File: src/rtl/vga_timing_gen.sv
// VGA raster timing generator: X/Y counters, region decodes, frame counter,
// and HSYNC/VSYNC/DE delayed through a configurable register pipeline.
module vga_timing_gen #(
   parameter int   H_VISIBLE_AREA = 800,
   parameter int   H_FRONT_PORCH  = 40,
   parameter int   H_SYNC_PULSE   = 128,
   parameter int   H_BACK_PORCH   = 88,
   parameter int   V_VISIBLE_AREA = 600,
   parameter int   V_FRONT_PORCH  = 1,
   parameter int   V_SYNC_PULSE   = 4,
   parameter int   V_BACK_PORCH   = 23,
   parameter logic HSYNC_POLARITY = 1'b0,
   parameter logic VSYNC_POLARITY = 1'b0,
   parameter int   PIPE_DELAY     = 2,
   parameter int   CW             = 11
) (
   input  logic          VGA_CLK,
   input  logic          VGA_RST_N,
   input  logic          EN,
   output logic [CW-1:0] X,
   output logic [CW-1:0] Y,
   output logic          ACTIVE,
   output logic          LINE_START,
   output logic          FRAME_START,
   output logic [7:0]    FRAME_COUNT,
   output logic          VGA_HS,
   output logic          VGA_VS,
   output logic          VGA_DE
);

   localparam int H_TOTAL = H_VISIBLE_AREA + H_FRONT_PORCH + H_SYNC_PULSE + H_BACK_PORCH;
   localparam int V_TOTAL = V_VISIBLE_AREA + V_FRONT_PORCH + V_SYNC_PULSE + V_BACK_PORCH;

   localparam logic [CW-1:0] H_LAST = CW'(H_TOTAL - 1);
   localparam logic [CW-1:0] V_LAST = CW'(V_TOTAL - 1);

   // One extra bit so a region ending exactly at 2^CW does not wrap to zero.
   localparam logic [CW:0] H_VIS_END = (CW+1)'(H_VISIBLE_AREA);
   localparam logic [CW:0] V_VIS_END = (CW+1)'(V_VISIBLE_AREA);
   localparam logic [CW:0] HS_START  = (CW+1)'(H_VISIBLE_AREA + H_FRONT_PORCH);
   localparam logic [CW:0] HS_END    = (CW+1)'(H_VISIBLE_AREA + H_FRONT_PORCH + H_SYNC_PULSE);
   localparam logic [CW:0] VS_START  = (CW+1)'(V_VISIBLE_AREA + V_FRONT_PORCH);
   localparam logic [CW:0] VS_END    = (CW+1)'(V_VISIBLE_AREA + V_FRONT_PORCH + V_SYNC_PULSE);

   logic [CW-1:0] x_q, x_d;
   logic [CW-1:0] y_q, y_d;
   logic [7:0]    fc_q, fc_d;

   logic [CW:0] x_ext_s, y_ext_s;
   logic        active_s;
   logic        hs_raw_s, vs_raw_s;

   // Counter next-state: X every enabled cycle, Y on X wrap, frame count on full wrap
   always_comb begin
      x_d  = x_q;
      y_d  = y_q;
      fc_d = fc_q;
      if (EN) begin
         if (x_q == H_LAST) begin
            x_d = {CW{1'b0}};
            if (y_q == V_LAST) begin
               y_d  = {CW{1'b0}};
               fc_d = fc_q + 8'd1;
            end else begin
               y_d  = y_q + CW'(1);
            end
         end else begin
            x_d = x_q + CW'(1);
         end
      end else begin
         x_d = x_q;
      end
   end

   // Counter registers with synchronous active-low reset
   always_ff @(posedge VGA_CLK) begin
      if (!VGA_RST_N) begin
         x_q  <= {CW{1'b0}};
         y_q  <= {CW{1'b0}};
         fc_q <= 8'd0;
      end else begin
         x_q  <= x_d;
         y_q  <= y_d;
         fc_q <= fc_d;
      end
   end

   assign x_ext_s  = {1'b0, x_q};
   assign y_ext_s  = {1'b0, y_q};
   assign active_s = (x_ext_s < H_VIS_END) && (y_ext_s < V_VIS_END);
   // VSYNC decodes Y only, so it can change only on the X wrap edge.
   assign hs_raw_s = ((x_ext_s >= HS_START) && (x_ext_s < HS_END)) ^ HSYNC_POLARITY;
   assign vs_raw_s = ((y_ext_s >= VS_START) && (y_ext_s < VS_END)) ^ VSYNC_POLARITY;

   assign X           = x_q;
   assign Y           = y_q;
   assign ACTIVE      = active_s;
   assign LINE_START  = (x_q == {CW{1'b0}});
   assign FRAME_START = (x_q == {CW{1'b0}}) && (y_q == {CW{1'b0}});
   assign FRAME_COUNT = fc_q;

   generate
      if (PIPE_DELAY == 0) begin : g_nodelay
         assign VGA_HS = hs_raw_s;
         assign VGA_VS = vs_raw_s;
         assign VGA_DE = active_s;
      end else begin : g_delay
         logic [PIPE_DELAY-1:0] hs_pipe_q;
         logic [PIPE_DELAY-1:0] vs_pipe_q;
         logic [PIPE_DELAY-1:0] de_pipe_q;

         // Sync/DE delay line, advancing only on enabled cycles
         always_ff @(posedge VGA_CLK) begin
            if (!VGA_RST_N) begin
               hs_pipe_q <= {PIPE_DELAY{HSYNC_POLARITY}};
               vs_pipe_q <= {PIPE_DELAY{VSYNC_POLARITY}};
               de_pipe_q <= {PIPE_DELAY{1'b0}};
            end else if (EN) begin
               hs_pipe_q[0] <= hs_raw_s;
               vs_pipe_q[0] <= vs_raw_s;
               de_pipe_q[0] <= active_s;
               for (int i = 1; i < PIPE_DELAY; i++) begin
                  hs_pipe_q[i] <= hs_pipe_q[i-1];
                  vs_pipe_q[i] <= vs_pipe_q[i-1];
                  de_pipe_q[i] <= de_pipe_q[i-1];
               end
            end else begin
               hs_pipe_q <= hs_pipe_q;
               vs_pipe_q <= vs_pipe_q;
               de_pipe_q <= de_pipe_q;
            end
         end

         assign VGA_HS = hs_pipe_q[PIPE_DELAY-1];
         assign VGA_VS = vs_pipe_q[PIPE_DELAY-1];
         assign VGA_DE = de_pipe_q[PIPE_DELAY-1];
      end
   endgenerate

endmodule

File: config.mk
export PLATFORM = sky130hd
export DESIGN_NAME = vga_timing_gen
export DESIGN_NICKNAME = d
export VERILOG_FILES = /design/src/rtl/vga_timing_gen.sv
export SDC_FILE = /design/constraint.sdc
export NUM_CORES = 1
export LEC_CHECK = 0
export BUFFER_PORTS_ARGS = -buffer_cell sky130_fd_sc_hd__buf_4
export CORE_ASPECT_RATIO = 1.5
export CORE_UTILIZATION = 56
export CTS_BUF_LIST = sky130_fd_sc_hd__clkbuf_4 sky130_fd_sc_hd__clkbuf_8
export CTS_CLUSTER_SIZE = 25
export DETAILED_ROUTE_END_ITERATION = 10
export HOLD_SLACK_MARGIN = 0.06
export PLACE_DENSITY = 0.82
export SLEW_MARGIN = 20
export SYNTH_ARGS = -nofsm -noshare
export SYNTH_HDL_FRONTEND = slang
export SYNTH_SLANG_ARGS = --single-unit
File: constraint.sdc
create_clock -name VGA_CLK -period 2.4 [get_ports VGA_CLK]
set_input_delay 0.12 -clock VGA_CLK [delete_from_list [all_inputs] [get_ports VGA_CLK]]
set_output_delay 0.12 -clock VGA_CLK [all_outputs]
set_load 0.05 [all_outputs]
Yosys cells after proc, flatten, opt, wreduce, memory -nomap -nowiden. Cells that the tools add are included.

Bits in latches: 0. Register bits after elaboration: 36. Memory bits (read-only): 0. Logic and storage cells: 27. Memories kept: 0. Bits in writable memories: 0. Output and inout bits: 36.

Add/sub/neg operators: 3. Divide/modulo/power cells: 0. Shifts and indexed selects: 0. Order comparisons: 6. Muxes and demuxes: 2. Equality and inequality tests: 2. Reductions and logical operators: 8. $mul: 0. Bitwise operators: 0.

Operators by type and width (number): $lt 11x10->1 const B (4); $add 11x1->11 const B (2); $ge 11x10->1 const B (2); $logic_not 11->1 (2); $mux 11 (2); $eq 11x10->1 const B (1); $eq 11x11->1 const B (1); $add 8x1->8 const B (1); $logic_and 1x1->1 (4); $reduce_and 3->1 (1); $reduce_and 2->1 (1).

Depth between registers and ports, before layout.
Word-level depth: 2. Gate-level depth with buffers: 7.

Least setup slack after synthesis. No wires, ideal clock.

Kind: register to register. Start point: register y_q[5] (netlist: Y[5]). End point: register g_delay.de_pipe_q[0]. Path buffers: 1. Cell stages (with the launch flop): 5. Slack: -0.525 ns. Setup time: 0.064 ns. Data arrival time: 2.862 ns. Cell sequence: dfxtp_1 clkbuf_1 nor4_1 nor4_1 a31o_2.

Word-level cells in the longest chain between the ends: 2.

RTL lines: start, declared (line 46) `logic [CW-1:0] y_q, y_d;`; start signal, assigned (line 79) `y_q <= {CW{1'b0}};`; start signal, assigned (line 83) `y_q <= y_d;`; $lt 11x10->1 (line 90) `assign active_s = (x_ext_s < H_VIS_END) && (y_ext_s < V_VIS_END);`; $logic_and 1x1->1 (line 90); via ACTIVE (line 22) `output logic ACTIVE,`; end signal, assigned (line 117) `de_pipe_q <= {PIPE_DELAY{1'b0}};`; end signal, assigned (line 121) `de_pipe_q[0] <= active_s;`; end signal, assigned by index (line 125) `de_pipe_q[i] <= de_pipe_q[i-1];`; end, declared (line 110) `logic [PIPE_DELAY-1:0] de_pipe_q;`.

The timed path passes the listed nets, and every way through them passes these cells. A chain may end at the register's enable or synchronous reset.

Final worst setup path.
Start point: register x_q[6] (netlist: X[6]). End point: register fc_q[7] (netlist: FRAME_COUNT[7]).

Word-level cells in the longest chain between the ends: 2.

RTL lines: start, declared (line 45) `logic [CW-1:0] x_q, x_d;`; start signal, assigned (line 78) `x_q <= {CW{1'b0}};`; $eq 11x11->1 (line 59) `if (x_q == H_LAST) begin`; $reduce_and 3->1 (no source line); end signal, assigned (line 80) `fc_q <= 8'd0;`; end signal, assigned (line 84) `fc_q <= fc_d;`; end, declared (line 47) `logic [7:0] fc_q, fc_d;`.

No other way between the ends.

==> metrics.yaml <==
grt_usage_pct: 26.13
firstDrtPassIters: 4
grt_pass1_wl_um: 6996
startpoint_type: "flip-flop"
drt-initial-drc-count: 42
power.share.sequential_pct: 49.0
status: "complete, no violations"
cap_violations: 0
via_count: 1697
whs_ns: 0.1088
hold_class: "in2reg"
critPathCaptureType: "flip-flop"
fin_tns_setup_ns: 0
cts-root-buf: "clkbuf_8"
cts_buffers: 5
grt_pass1_vias: 1527
power_mw: 1.242
dp_slack_ns: 0.2133
cts_tree: "done"
clkSinkCount: 36
p_leak_nw: 0.8805
insertedDiodeCount: 0
r2r_setup_slack_ns: 0.19
die_w_um: 48.65
chipHeight_um: 71.98
p_sw_uw: 301.6
post-route-min-period_ns: 2.209
power.internal_uw: 940.2
fmax_mhz: 452.8
clk_pin_slew_ns: 0.08
drive_gt1_share_pct: 23.81
drc: 0
post_cts_buffers: 0
core_area_sq_mm: 0.003128
synth_area_sq_mm: 0.001828
seq_area_frac_synth_pct: 39.43
ant_nets: 0
yosysWarnings: 0
hold_violations: 0
irDropWorstVdd_mv: 0.5572
area_growth_pct: 23.89
cts_buffer_depth: 2
layout_commonest_cell: "buf_4"
final-setup-viol-count: 0
share_comb_of_total_power_pct: 7.7
setup_slack_ns: 0.1914
synth_edf_count: 0
gp_congestion: 0.8819
syn_nets: 224
layout_common_cells: "buf_4, dfxtp_1, nor2_1"
synth-seq-cells: 36
cp.arrival_ns: 2.44
dpl_cell_area_sq_mm: 0.002153
overflow: 0
rows: 25
post_cts_resized: 0
crit_type: "reg2reg"
p_sw_share_pct: 24.29
power.share.clock_pct: 43.2
clkLatencyLatePin_ns: 0.30
numPortBuffers: 38
syn_inst: 215
rsz0062_at_grt: "false"
ys_types: 35
dieArea_sq_mm: 0.003502
syn_area_per_cell_sq_um: 8.502
htreeDepth: 2
final_area_sq_mm: 0.002265
powerDensity_mw_per_mm2: 548.3
wirelength_um: 4205
rr_startpoint: "X[6]"
hold_start: "VGA_RST_N"
start_util_pct: 58.44
dp_hpwl_um: 3037
cts_hold_buf: 0
grt_max_degree: 17
finalCritPeriodShare_pct: 92.03
drv_slew: 0
final_net_count: 260
critPathMaxFanout: 9
worstPathRequired_ns: 2.63
skew_ns: 0.005142
tightest_slew_ns: 0.4438
slew_headroom_pct: 70.14
synth_top_flop_cell: "dfxtp_1"
wl_per_cell_um: 14.40
io_pins: 39
synthArstFlopShare_pct: 0
via_per_inst: 5.812
antenna_found_initial: 0
critPathLaunch: "X[6]"
## worst paths after layout
kind	end	cells after the start
worst max-delay path	FRAME_COUNT[7]	4
worst min-delay path	g_delay.de_pipe_q[0]	2
worst max register to register	FRAME_COUNT[7]	4
worst min register to register	g_delay.hs_pipe_q[0]	2
## cells by family after synthesis
kind of cell    count (synthesis)  share of synthesized area (%)
xor+xnor                       15                          7.187
fa+ha+maj                       6                          4.107
compound gates                 34                          11.23
simple gates                   95                          29.57
buf+inv                        23                          5.201
flops                          36                          39.42
mux                             6                          3.286
## power by group through the flow
stage	logic [mW]	registers [mW]	clock network [mW]
6_report	0.0961	0.609	0.537
5_1_grt	0.101	0.610	0.571
4_1_cts	0.0968	0.609	0.547
3_5_place_dp	0.0969	0.623	0
3_3_place_gp	0.0958	0.622	0
2_1_floorplan	0.0519	0.637	0
## stage by stage
step           std cells  util [%]
2_1_floorplan        215         -
5_1_grt              292     72.40
3_5_place_dp         284     68.84
3_3_place_gp         284     68.84
4_1_cts              292     72.40
6_report             292     72.40
## sequential cells by signal (all words and copies together), names as in the netlist
register,cells
g_delay.hs_pipe_q,2
g_delay.vs_pipe_q,2
FRAME_COUNT,8
X,11
Y,11
g_delay.de_pipe_q,2
## routing by layer
layer  share of wire [%]  up-vias  GRT usage (%)
li1                    -      856              -
met1                  42      796          28.93
met2                  52       38          46.14
met3                 3.3        7          6.080
met4                 2.1        0          13.73
met5                   0        -              0
## critical path: stages, from the launching register on
cell and delay (ns):
dfxtp_2 0.37, or4_4 0.58, or4_4 0.58, or4_1 0.48, a21oi_1 0.14
## cell type report
class | count | area [sq um]
fillers | 260 | 863.3
repair buffers | 43 | 322.8
flip-flops and latches | 36 | 723.2
inverters | 9 | 33.78
multi-input cells | 156 | 1023
clock buffers | 5 | 68.82
clock inverters | 3 | 42.54
well taps | 40 | 50.05
## synth_stat cells (7+ instances only)
| cell | n | area (sq um) |
|---|---|---|
| nor2_1 | 22 | 82.58 |
| or4_1 | 8 | 60.06 |
| a21oi_1 | 14 | 70.07 |
| xor2_1 | 7 | 61.31 |
| nand4_1 | 9 | 56.30 |
| inv_1 | 9 | 33.78 |
| o31ai_1 | 8 | 60.06 |
| xnor2_1 | 8 | 70.07 |
| nand2_1 | 9 | 33.78 |
| clkbuf_1 | 9 | 33.78 |
| dfxtp_1 | 36 | 720.7 |
| nand3_1 | 12 | 60.06 |
(Power assumes the default switching activity.)
